`config.mk`:
```
export PLATFORM = sky130hd
export DESIGN_NAME = capture_ctrl
export DESIGN_NICKNAME = d
export VERILOG_FILES = /design/src/rtl/capture_ctrl.sv
export SDC_FILE = /design/constraint.sdc
export NUM_CORES = 1
export LEC_CHECK = 0
export ABC_AREA = 1
export CAP_MARGIN = 15
export CORE_UTILIZATION = 55
export DETAILED_ROUTE_END_ITERATION = 8
export PLACE_DENSITY = 0.89
export SLEW_MARGIN = 40
export SYNTH_ARGS = -nofsm -noshare
export SYNTH_HDL_FRONTEND = slang
export SYNTH_SLANG_ARGS = --single-unit
```
`constraint.sdc`:
```
create_clock -name in_clk -period 2.9 [get_ports in_clk]
set_clock_uncertainty 0.2 [all_clocks]
set_input_delay 0.58 -clock in_clk [delete_from_list [all_inputs] [get_ports in_clk]]
set_output_delay 0.58 -clock in_clk [all_outputs]
set_load 0.05 [all_outputs]
```
`src/rtl/capture_ctrl.sv`:
```
// Capture sequencer: decodes bus commands, runs the ARMED/POST/DONE capture
// state machine and streams prescaled probe samples into the capture memory.
module capture_ctrl #(
  parameter int WIDTH = 8,
  parameter int AW    = 8,
  parameter int POST  = 192
) (
  input  logic             in_clk,
  input  logic             in_rst_n,
  input  logic             in_we,
  input  logic             in_we_cr,
  input  logic             in_reset,
  input  logic             in_idle,
  input  logic             in_unidle,
  input  logic [7:0]       in_wdata,
  input  logic [WIDTH-1:0] in_probe,
  output logic             out_mem_we,
  output logic [AW-1:0]    out_mem_addr,
  output logic [WIDTH-1:0] out_mem_data,
  output logic [AW-1:0]    out_trig_addr,
  output logic [1:0]       out_state,
  output logic             out_done
);

  typedef enum logic [1:0] {
    ST_IDLE  = 2'd0,
    ST_ARMED = 2'd1,
    ST_POST  = 2'd2,
    ST_DONE  = 2'd3
  } state_t;

  localparam int            AWP       = AW + 1;
  localparam logic [AW:0]   POST_LAST = AWP'(POST);

  state_t           state_r;
  logic             done_r;
  logic [7:0]       cr_r;
  logic [AW-1:0]    wptr_r;
  logic [AW-1:0]    trig_addr_r;
  logic [AW:0]      post_cnt_r;
  logic [6:0]       presc_r;
  logic             prev_valid_r;
  logic             prev_bit_r;

  logic             cmd_reset_s;
  logic             cmd_idle_s;
  logic             cmd_unidle_s;
  logic             cmd_cr_s;
  logic             running_s;
  logic [6:0]       presc_mask_s;
  logic             tick_s;
  logic             cur_bit_s;
  logic             edge_hit_s;
  logic [AW:0]      post_cnt_nx_s;
  logic             unused_rsvd_s;

  // Selects the trigger channel bit; the channel field wraps modulo WIDTH.
  function automatic logic sel_bit(input logic [WIDTH-1:0] v, input logic [2:0] ch);
    int   idx;
    logic b;
    idx = int'(ch) % WIDTH;
    b   = 1'b0;
    for (int i = 0; i < WIDTH; i++) begin
      b = b | (v[i] & (i == idx));
    end
    return b;
  endfunction

  assign cmd_reset_s   = in_we & in_reset;
  assign cmd_idle_s    = in_we & in_idle;
  assign cmd_unidle_s  = in_we & in_unidle;
  assign cmd_cr_s      = in_we & in_we_cr;

  assign running_s     = (state_r == ST_ARMED) || (state_r == ST_POST);
  assign presc_mask_s  = 7'((8'd1 << cr_r[7:5]) - 8'd1);
  assign tick_s        = running_s && (presc_r == presc_mask_s);

  // Edge qualification needs a valid previous tick sample; the first tick after arming only seeds it.
  assign cur_bit_s     = sel_bit(in_probe, cr_r[2:0]);
  assign edge_hit_s    = prev_valid_r &&
                         (cr_r[3] ? (!prev_bit_r && cur_bit_s) : (prev_bit_r && !cur_bit_s));
  assign post_cnt_nx_s = post_cnt_r + AWP'(1);

  assign unused_rsvd_s = cr_r[4];

  assign out_state     = state_r;
  assign out_done      = done_r;
  assign out_trig_addr = trig_addr_r;

  // Command decode, prescaler, trigger detection and capture-memory write generation.
  always_ff @(posedge in_clk or negedge in_rst_n) begin
    if (!in_rst_n) begin
      state_r      <= ST_IDLE;
      done_r       <= 1'b0;
      cr_r         <= 8'h00;
      wptr_r       <= '0;
      trig_addr_r  <= '0;
      post_cnt_r   <= '0;
      presc_r      <= 7'd0;
      prev_valid_r <= 1'b0;
      prev_bit_r   <= 1'b0;
      out_mem_we   <= 1'b0;
      out_mem_addr <= '0;
      out_mem_data <= '0;
    end else begin
      out_mem_we <= 1'b0;
      if (cmd_reset_s) begin
        state_r      <= ST_IDLE;
        done_r       <= 1'b0;
        wptr_r       <= '0;
        trig_addr_r  <= '0;
        post_cnt_r   <= '0;
        prev_valid_r <= 1'b0;
      end else if (cmd_idle_s) begin
        state_r <= ST_IDLE;
        done_r  <= 1'b0;
      end else if (cmd_unidle_s && ((state_r == ST_IDLE) || (state_r == ST_DONE))) begin
        state_r      <= ST_ARMED;
        done_r       <= 1'b0;
        wptr_r       <= '0;
        post_cnt_r   <= '0;
        presc_r      <= 7'd0;
        prev_valid_r <= 1'b0;
      end else if (cmd_cr_s && (state_r == ST_IDLE)) begin
        cr_r <= in_wdata;
      end else if (running_s) begin
        presc_r <= tick_s ? 7'd0 : (presc_r + 7'd1);
        if (tick_s) begin
          out_mem_we   <= 1'b1;
          out_mem_addr <= wptr_r;
          out_mem_data <= in_probe;
          wptr_r       <= wptr_r + AW'(1);
          if (state_r == ST_ARMED) begin
            prev_bit_r   <= cur_bit_s;
            prev_valid_r <= 1'b1;
            if (edge_hit_s) begin
              trig_addr_r <= wptr_r;
              post_cnt_r  <= AWP'(1);
              if (POST_LAST == AWP'(1)) begin
                state_r <= ST_DONE;
                done_r  <= 1'b1;
              end else begin
                state_r <= ST_POST;
              end
            end
          end else begin
            post_cnt_r <= post_cnt_nx_s;
            if (post_cnt_nx_s == POST_LAST) begin
              state_r <= ST_DONE;
              done_r  <= 1'b1;
            end
          end
        end
      end
    end
  end

endmodule

```
# After elaboration in Yosys (flattened, before gate mapping)
# Cells that the tools add are included.
# classes
n_mux	57
bitwise_logic	23
n_addsub	4
shift	1
reduce_logical	34
n_eq_ne	21
# ops
cell	count
$mux W8	14
$mux W9	8
$logic_not A32 Y1	1
$mux W7	4
$mux W1	22
$reduce_and A5 Y1	4
$mux W2	9
$reduce_and A7 Y1	2
$and A1 B1 Y1	12
$eq A3 B3 Y1 const A	4
$reduce_and A4 Y1	3
$reduce_bool A4 Y1	3
$reduce_bool A2 Y1	5
$add A9 B1 Y9 const B	1
$eq A9 B8 Y1 const B	1
$reduce_bool A3 Y1	3
$add A8 B1 Y8 const B	1
$ne A2 B2 Y1 const B	4
$ne A4 B3 Y1 const B	2
$add A7 B1 Y7 const B	1
$eq A7 B7 Y1	1
$or A1 B1 Y1	7
$shl A1 B3 Y7 const A	1
$sub A7 B1 Y7 const B	1
other kinds (14)	26
# word_totals
word_cells	152
register_bits	62
in_bits	23

# Depth between registers and ports, before layout
# depth
ltp_word	21
mapped_depth	17
depth_no_buf	17

# Least setup slack after synthesis
# OpenSTA, ideal clock, no wires.
# synth_timing
path_type	register -> register
from	reg cr_r[6]
to	reg trig_addr_r[5], in the netlist out_trig_addr[5]
setup_time_ns	0.120
setup_slack_ns	0.450
path_stages_with_launch	17
arrival_ns	2.130
n_path_buf	1
required_ns	2.580
cell_sequence	dfrtp_1 nor2_2 nand2_1 ha_1 nand2_1 inv_1 nor2_1 nand2_1 nor2_1 nand2_1 nor2_4 nand3_4 nand2_1 nand3_2 buf_6 nand2_1 o21ai_2
# synth_via
elab_chain_cells	6
# synth_rtl
item	line	rtl
start: declaration	37	logic [7:0] cr_r;
start signal: assignment	125	cr_r <= in_wdata;
$shl A1 B3 Y7	75	assign presc_mask_s = 7'((8'd1 << cr_r[7:5]) - 8'd1);
$sub A7 B1 Y7	75	
$eq A7 B7 Y1	76	assign tick_s = running_s && (presc_r == presc_mask_s);
$logic_and A1 B1 Y1	76	
$reduce_bool A2 Y1 (no line)	--	
$reduce_and A7 Y1 (no line)	--	
end signal: assignment	137	trig_addr_r <= wptr_r;
end: declaration	39	logic [AW-1:0] trig_addr_r;
# No other way between the ends.
# A chain may end at the register's enable or synchronous reset.

# Worst setup path in the final report
# layout_timing
from	reg cr_r[6]
to	reg out_mem_data[6]
# layout_via
elab_chain_cells	5
# layout_rtl
item	line	rtl
$shl A1 B3 Y7	75	
$sub A7 B1 Y7	75	
$eq A7 B7 Y1	76	
$logic_and A1 B1 Y1	76	
$reduce_and A6 Y1 (no line)	--	
end signal: assignment	131	out_mem_data <= in_probe;
end: declaration	19	output logic [WIDTH-1:0] out_mem_data,
# No other way between the ends.

==> results.ini <==
[floorplan]
rows = 28
die_y_um = 82.2
io_pins = 51
start_util_pct = 58.4
die_w_um = 82.2
core_um2 = 6060
die-area_um2 = 6760

[critical_path]
cp.arrival_ps = 2740
start_kind = register
worstPathMaxFanout = 17
path_buf_inv = 3
crit_slowest_cell = dfrtp_2
max_stage_delay_ps = 460
rr_startpoint = cr_r[6]
cpMostUsedCell = nand2_1
path_class = reg2reg
path_delay_family = simple AND/OR/NAND/NOR gates
crit_chain = nor2_4, nand2_1, ha_1, nand2_1, inv_1, nor2_1, nand2_1, nor2_1, nand2_1, nor2_4, nand3_4, buf_4, nor3_4, buf_6, nand2_1, nand2_1
cp.required_ps = 2980
cp-startpoint = cr_r[6]
cp-end-kind = register
ff2ff_setup_slack_ps = 230

[routing]
routed_wl_um = 8430
wl_per_cell_um = 13.8
first_pass_iters = 5
avgViaCountPerCell = 5.59
drt_iter0_markers = 317
vias = 3414
antenna_left = 0
drc = 0

[global_routing]
antenna_found_initial = 0
grt_usage_pct = 28.7
grt_pass1_vias = 3368
grt-ovfl-total = 0
grt_start_max_net_pins = 35
grt_first_pass_wirelength_um = 14500

[pwr]
irDropWorstVdd_uv = 503
leakage_nw = 2.15
powerDensity_nw_per_um2 = 831

[finish]
num_antenna_cells = 0
drive_gt1_share_pct = 13.8
area_growth_pct = 23.7
fillers = 443
nets = 560

[sta]
fin_crit_ps = 2670
slew_violations = 0
setup_tns_ps = 0
whs_ps = 65.5
setup_viol = 0
relSlewSlack_pct = 55.8
fmax_mhz = 375
period_share_pct = 92.0
hold_viol = 0
worst_pin_slew_ps = 663

[yosys]
ys_ff_latch = 61
avgSynthCellArea_um2 = 7.56
synth_warnings = 0
synth_cell_types = 33
synth_fp_nets = 497
mappedNetlistArea_um2 = 3540
postSynthCellCount = 468
seq_area_frac_synth_pct = 43.1

[clock_tree]
cts_buffers = 9
cts_sinks = 61
hold_buffers = 0
clock_latency_ps = 340
cts_tree = done
path_clk_slew_ps = 70
clock-root-buffer = clkbuf_8
clock_path_buffers = 2
ctsHtreeMaxLevel = 3

[placement]
gp_routability_congestion = 0.893
place.port_buffers = 49
dp_hpwl_um = 5990

[worst_hold_path]
min_path_type = in2async

[outcome]
status = completed

[run]
drv_cap = 0

[metal layers]
layer	vias to the layer above	global-route usage (%)	share of wire, %
met4	0	15.4	2.5
li1	1632	-	-
met3	21	5.16	5.1
met2	118	48.7	49
met1	1643	34.7	43
met5	-	0	0
[registers in the layout, indices dropped and copies added, names as in the netlist]
signal and cells:
presc_r 7, out_mem_addr 8, out_mem_data 8, prev_valid_r 1, out_done 1, out_state 2
wptr_r 8, cr_r 7, out_trig_addr 8, out_mem_we 1, prev_bit_r 1, post_cnt_r 9
[layout make-up]
class,instances,area (µm²),share of cell area [%]
Multi-Input combinational cell,357,1800,41.1
Sequential cell,61,1530,34.9
Timing Repair Buffer,61,608,13.9
Inverter,41,154,3.52
Clock buffer,12,145,3.32
Tap cell,75,93.8,2.14
Clock inverter,4,47.5,1.09
[logic make-up (layout without fill, tap and decap cells)]
kind of cell             after synthesis  after routing  synth area share [%]
AND/OR/NAND/NOR                      301            301                  37.9
flip-flops                            61             61                  43.1
adder cells (fa/ha/maj)                6              6                  2.12
multiplexers                           2              2                 0.636
AO/OA/AOI/OAI                         40             40                  7.96
XOR/XNOR                               8              8                  1.98
buffers and inverters                 50            118                  6.22
[cell usage in the layout, fill, tap and decap left out, types with 2 or more instances in the layout]
master / count
a21oi_1: 13
nor2_2: 3
nand2_1: 178
nand3b_1: 2
buf_12: 2
clkinv_2: 2
nand3_4: 2
nor2_1: 37
nand4_1: 18
nor3_1: 9
nand2_2: 5
clkdlybuf4s50_1: 48
clkbuf_8: 10
dfrtp_1: 60
nand3_1: 32
mux2_2: 2
xor2_1: 7
o21ai_2: 16
buf_6: 2
or2_2: 8
o21bai_1: 2
inv_1: 37
inv_2: 3
ha_1: 6
o21ai_0: 7
nor2_4: 2
buf_4: 8
nand3_2: 2
clkbuf_1: 2
[cells in the mapped netlist (all sizes together)]
master	n	share of area (%)
dfrtp	61	43
nand3b	2	0.42
mux2	2	0.64
ha	6	2.1
xnor2	1	0.25
nand4	18	3.2
a21oi	13	1.8
xor2	7	1.7
clkbuf	2	0.21
nor3	11	2.0
o21ai	23	5.0
o21bai	3	0.95
nand2	183	20
or2	9	1.6
inv	40	4.2
nor2	42	5.0
buf	7	1.7
clkinv	1	0.11
a211oi	1	0.21
nand3	36	6.1
[repair_timing]
item                                    CTS  global route
endpoints found under the setup margin    0            25
gates resized for setup                   0             5
endpoints found under the hold margin     0             0
buffers inserted                          0             1
[power by group]
part | switching, mW | leakage, nW | internal [mW] | total [mW]
Clock | 0.335 | 0.0964 | 0.418 | 0.753
Combinational | 1.04 | 1.26 | 0.575 | 1.62
Sequential | 0.214 | 0.795 | 1.05 | 1.26
[worst paths after layout]
kind / endpoint / cells after the start
worst max-delay path: out_mem_data[6] / 16
max in group asynchronous: post_cnt_r[3] / 2
worst max register to register: out_mem_data[6] / 16
worst min-delay path: out_mem_data[3] / 1
min in group in_clk: out_mem_data[1] / 2
worst min register to register: out_mem_data[1] / 2
[per-stage QoR]
| stage | instances | area (µm²) | setup slack [ps] | utilization (%) | total power [mW] |
|---|---|---|---|---|---|
| final | 611 | 4380 | 232 | 72.2 | 3.64 |
| after global routing | 611 | 4380 | -15.8 | 72.2 | 3.89 |
| after detailed placement | 594 | 4160 | 195 | 68.6 | 2.85 |
| after floorplan | 468 | 3540 | 450 | - | 2.40 |
| after CTS | 610 | 4350 | 169 | 71.8 | 3.61 |
| after global placement | 594 | 4160 | 263 | 68.6 | 2.77 |
Power figures use the tool's default switching activity.
==> RTL change 1, RTL diff (same flow settings) <==
Register the inputs `in_we`, `in_we_cr`, `in_idle`, `in_unidle`, `in_wdata` and `in_probe` before use, without a reset. The logic sees them one clock later.
--- a/src/rtl/capture_ctrl.sv
+++ b/src/rtl/capture_ctrl.sv
@@ -33,2 +33,18 @@
   localparam logic [AW:0]   POST_LAST = AWP'(POST);
+
+  logic in_we_q;
+  logic in_we_cr_q;
+  logic in_idle_q;
+  logic in_unidle_q;
+  logic [7:0] in_wdata_q;
+  logic [WIDTH-1:0] in_probe_q;
+
+  always_ff @(posedge in_clk) begin
+    in_we_q     <= in_we;
+    in_we_cr_q  <= in_we_cr;
+    in_idle_q   <= in_idle;
+    in_unidle_q <= in_unidle;
+    in_wdata_q  <= in_wdata;
+    in_probe_q  <= in_probe;
+  end
 
@@ -68,6 +84,6 @@
 
-  assign cmd_reset_s   = in_we & in_reset;
-  assign cmd_idle_s    = in_we & in_idle;
-  assign cmd_unidle_s  = in_we & in_unidle;
-  assign cmd_cr_s      = in_we & in_we_cr;
+  assign cmd_reset_s   = in_we_q & in_reset;
+  assign cmd_idle_s    = in_we_q & in_idle_q;
+  assign cmd_unidle_s  = in_we_q & in_unidle_q;
+  assign cmd_cr_s      = in_we_q & in_we_cr_q;
 
@@ -78,3 +94,3 @@
   // Edge qualification needs a valid previous tick sample; the first tick after arming only seeds it.
-  assign cur_bit_s     = sel_bit(in_probe, cr_r[2:0]);
+  assign cur_bit_s     = sel_bit(in_probe_q, cr_r[2:0]);
   assign edge_hit_s    = prev_valid_r &&
@@ -124,3 +140,3 @@
       end else if (cmd_cr_s && (state_r == ST_IDLE)) begin
-        cr_r <= in_wdata;
+        cr_r <= in_wdata_q;
       end else if (running_s) begin
@@ -130,3 +146,3 @@
           out_mem_addr <= wptr_r;
-          out_mem_data <= in_probe;
+          out_mem_data <= in_probe_q;
           wptr_r       <= wptr_r + AW'(1);
Function: changed (Yosys sat finds a counterexample within 4 cycles, from zero or initial values and one cycle with in_rst_n low).
==> RTL change 1 against the original RTL <==
Cell area increased by 7.4%; sequential cell count grew 19; synthesized area up 9.6%; setup slack better by 0.012 ns; total power is 3.1% higher; fmax rose by 0.47%; routed wire length shrank 0.52%; worst hold slack worse by 0.048 ns; combinational power fell by 12%.
==> RTL change 1: results (changes against the original RTL) <==
| Metric | Value |
|---|---|
| Comb_multi_in | 345 (was 357) |
| Largest net degree at the start of global routing | 36 (was 35) |
| Worst path slowest cell | dfrtp_1 (was dfrtp_2) |
| Async set-reset flop share out of synthesis | 0.7625 (was 1.000) |
| Number of cells after detailed placement | 628 (was 594) |
| Post-Synth Adder-Cell Area | 0.01935 (was 0.02122) |
| Dpl cell area | 4491 sq um (was 4159 sq um) |
| Sequential cell area | 1907 sq um (was 1528 sq um) |
| Global-route wire length before repair | 13,860 um (was 14,550 um) |
| Met1 Routed Length | 3557 um (was 3612 um) |
| Status | finished, final reports clean (unchanged) |
| Max_slew headroom | 0.5850 (was 0.5577) |
| NonClk Buf Share | 0.1156 (was 0.1390) |
| CTS clk-pin slew, worst paths | 0.09 ns (was 0.07 ns) |
| Clk pwr share | 0.235 (was 0.207) |
| P&R area growth vs syn | 21.13% (was 23.66%) |
| Top cells by area, synth | dfrtp_1 39%, nand2_1 15%, dfxtp_1 9.8% (was dfrtp_1 43%, nand2_1 19%, nand3_1 4.5%) |
| Inverter count | 52 (was 41) |
| Register area share after synthesis | 0.4916 (was 0.4314) |
| Mux share of post-synthesis cell area | 0.002903 (was 0.006365) |
| Sw Ratio | 0.4173 (was 0.4382) |
| Syn Area/Cell | 8.014 sq um (was 7.561 sq um) |
| Leak | 0.002258 uW (was 0.002150 uW) |
| Post-Place Worst Slack | 0.2557 ns (was 0.1950 ns) |
| Placer Congestion | 0.8934 (was 0.8930) |
| Comb power frac | 0.379 (was 0.445) |
| GRT met1 Usage | 0.2897 (was 0.3466) |
| Crit-path max FO | 9 (was 17) |
| DRT iter0 DRCs | 183 (was 317) |
| Critical Path Max Stage Delay | 0.44 ns (was 0.46 ns) |
| Syn_nets | 513 (was 497) |
| Final hold slack | 0.01753 ns (was 0.06553 ns) |
| Clock latency on the worst-skew pair | 0.36 ns (was 0.34 ns) |
| Grt met3 use | 0.04042 (was 0.05165) |
| NumNets Final | 572 (was 560) |
| Non-clock buffer count in the final layout | 55 (was 61) |
| Vias in the first global route | 3,177 (was 3,368) |
| Worst Reg-to-Reg Cells | 12 (was 16) |
| DR vias | 3,451 (was 3,414) |
| Inserted Clock Buffers | 9 (unchanged) |
| Routed wl met3 | 369 um (was 428 um) |
| Wire length on met2 | 4246 um (was 4171 um) |
| Post-synthesis cell type count | 34 (was 33) |
| Synth Area in Compound Gates | 0.07742 (was 0.07956) |
| R2r endpoint | out_trig_addr[7] (was out_mem_data[6]) |
| XOR/XNOR share of the synthesized area | 0.01355 (was 0.01980) |
| Post-Route WL | 8383 um (was 8427 um) |
| Final HPWL DP | 5911 um (was 5986 um) |
| CP arrival | 2.72 ns (was 2.74 ns) |
| GRT Total Usage | 0.2416 (was 0.2873) |
| Clkbuf count | 9 (was 12) |
| Final std cells w/o fill | 644 (was 611) |
| Total chip power | 3751 uW (was 3636 uW) |
| Fillers | 522 (was 443) |
RTL change 1: cell types whose count changed after synthesis, moves of 6 or more:
| cell | before | now |
|---|---|---|
| a21oi_1 | 13 | 7 |
| dfxtp_1 | 0 | 19 |
| inv_1 | 37 | 46 |
| nand2_1 | 179 | 158 |
| nand3_1 | 32 | 43 |
| nor3_1 | 9 | 2 |
| o21ai_1 | 0 | 17 |
| o21ai_2 | 16 | 9 |
| or2_2 | 8 | 2 |
RTL change 1: how the worst max path moves through the flow:
stage	start	endpoint	slack, ns	cells after the start
finish	cr_r[6]	out_trig_addr[7]	0.24	12
global route	cr_r[6]	out_trig_addr[1]	0.01	12
CTS	cr_r[6]	out_trig_addr[7]	0.25	12
detailed placement	in_reset	presc_r[2]	0.26	10
global placement	in_reset	presc_r[2]	0.28	10
floorplan	out_state[0]	presc_r[2]	0.41	11
==> RTL change 2, RTL diff (same flow settings) <==
Without the edit above. `WIDTH`: 8 -> 6.
--- a/src/rtl/capture_ctrl.sv
+++ b/src/rtl/capture_ctrl.sv
@@ -3,3 +3,3 @@
 module capture_ctrl #(
-  parameter int WIDTH = 8,
+  parameter int WIDTH = 6,
   parameter int AW    = 8,
Ports: changed (resized in_probe and out_mem_data); port bits go from 51 to 47. The function was not compared with the original's and may differ.
==> RTL change 2 against the original RTL <==
Sequential cell count is 2 lower; routed wire length shrank 13%; cell area fell by 4.9%; combinational power rose by 23%; fmax barely moved; setup slack gained 0.0013 ns; total power is 15% higher; synthesized area is 4.2% lower; largest power group unchanged; highest routed layer unchanged.
==> RTL change 2: results (changes against the original RTL) <==
| Metric | Value |
|---|---|
| H-Tree Depth | 3 (unchanged) |
| GRT Total Usage | 0.2528 (was 0.2873) |
| Maximum vdd ir drop | 0.0006616 V (was 0.0005030 V) |
| Cell Int Power | 2291 uW (was 2043 uW) |
| Register area share after synthesis | 0.4357 (was 0.4314) |
| Post-Route WL | 7366 um (was 8427 um) |
| Vias in the first global route | 2,959 (was 3,368) |
| Most used DFF post-synth | dfrtp_1 (unchanged) |
| DR vias | 3,114 (was 3,414) |
| Reg2reg setup slack | 0.23 ns |
| Met2 Use GR | 0.4398 (was 0.4868) |
| Crit-path max FO | 24 (was 17) |
| DRT iter0 DRCs | 154 (was 317) |
| N_diodes | 0 (unchanged) |
| NumNets Final | 543 (was 560) |
| Global-route wire length before repair | 12,570 um (was 14,550 um) |
| Top cells by area, synth | dfrtp_1 44%, nand2_1 19%, inv_1 6.0% (was dfrtp_1 43%, nand2_1 19%, nand3_1 4.5%) |
| Max reg flops | 9 (unchanged) |
| CP arrival | 2.73 ns (was 2.74 ns) |
| Leak | 0.002101 uW (was 0.002150 uW) |
| Worst path slowest cell | dfrtp_1 (was dfrtp_2) |
| Worst Reg-to-Reg Cells | 12 (was 16) |
| IO Port Bufs | 45 (was 49) |
| Grt met3 use | 0.05114 (was 0.05165) |
| Synth cell count leaders | 169 x nand2_1, 59 x dfrtp_1, 54 x inv_1 (was 179 x nand2_1, 61 x dfrtp_1, 37 x inv_1, 37 x nor2_1, 32 x nand3_1) |
| Setup crit end | out_mem_data[4] (was out_mem_data[6]) |
| Post-synthesis cell type count | 30 (was 33) |
| Fillers | 468 (was 443) |
| Placer Congestion | 0.8768 (was 0.8930) |
| Largest net degree at the start of global routing | 27 (was 35) |
| Status | finished, final reports clean (unchanged) |
| Syn_nets | 490 (was 497) |
| Length of the first detailed-routing pass in iterations | 4 (was 5) |
| Max_slew headroom | 0.6168 (was 0.5577) |
| Final HPWL DP | 5369 um (was 5986 um) |
| GRT met1 Usage | 0.3083 (was 0.3466) |
| Fraction of layout cells with a size suffix above 1 | 0.1175 (was 0.1381) |
RTL change 2: changes by cell type in the layout (fill, tap and decap cells not counted), moves of 6 or more:
cell | before | now
a21oi_1 | 13 | 7
inv_1 | 37 | 53
nand2_1 | 178 | 169
nand3_1 | 32 | 40
nand4_1 | 18 | 10
or2_2 | 8 | 1
RTL change 2: final cells by class:
cell class	instances	share of cell area
multi-input combinational	336	0.3962
sequential	59	0.3550
timing repair buffer	53	0.1215
inverter	56	0.05054
clock buffer	11	0.03640
tap	75	0.02256
clock inverter	4	0.01775
RTL change 2: how the worst min path moves through the flow:
stage | startpoint | end | slack, ns
floorplan | in_rst_n | cr_r[0] | 0.08
global placement | out_trig_addr[5] | out_trig_addr[5] | 0.26
detailed placement | out_mem_data[1] | out_mem_data[1] | 0.27
CTS | in_rst_n | out_trig_addr[7] | 0.05
global route | in_rst_n | out_trig_addr[7] | 0.07
finish | in_rst_n | out_trig_addr[7] | 0.03
RTL change 2: per-layer routing:
layer / part of all wire / wire length [um]
met1: 0.44 / 3205
met2: 0.51 / 3721
met3: 0.042 / 306
met4: 0.018 / 133
met5: 0 / 0
RTL change 2: timing repair:
| item | in CTS | in global routing |
|---|---|---|
| resized for setup | 0 | 3 |
| endpoints found under the hold margin | 0 | 0 |
| setup endpoints to repair | 0 | 23 |
RTL change 2: metrics by stage:
| stage | area, sq um | util | std cells | hold slack [ns] | setup slack (ns) |
|---|---|---|---|---|---|
| finish | 4159 | 0.7025 | 594 | 0.03429 | 0.2332 |
| global route | 4159 | 0.7025 | 594 | 0.07413 | 0.01312 |
| CTS | 4144 | 0.6999 | 594 | 0.04946 | 0.1085 |
| detailed placement | 3919 | 0.6619 | 579 | 0.2652 | 0.08488 |
| global placement | 3919 | 0.6619 | 579 | 0.2648 | 0.1240 |
| floorplan | 3388 | - | 462 | 0.08441 | 0.4521 |
RTL change 2: logic make-up after synthesis:
logic type	count (synthesis)	share of synthesized area
AO/OA/AOI/OAI	44	0.08937
XOR/XNOR	7	0.01809
adder cells (fa/ha/maj)	7	0.02585
buffers and inverters	67	0.08235
flip-flops	59	0.4357
AND/OR/NAND/NOR	278	0.3486
RTL change 2: worst register-to-register path: stages, from the launching register on:
cell and delay, ns:
dfrtp_1 0.45, nor2_1 0.20, nand2_1 0.11, ha_1 0.31, xor2_1 0.19, nand2_1 0.10
nand3_1 0.09, nor2_2 0.12, nand2_2 0.13, nor2_2 0.19, nand2_4 0.20, buf_4 0.21
o21ai_2 0.10
RTL change 2: power by group through the flow:
stage	Clock [uW]	Combinational, uW	Sequential, uW
CTS	860	2000	1330
detailed placement	0	1960	1340
global placement	0	1900	1330
finish	849	2000	1340
floorplan	0	1040	1710
global route	902	2200	1370
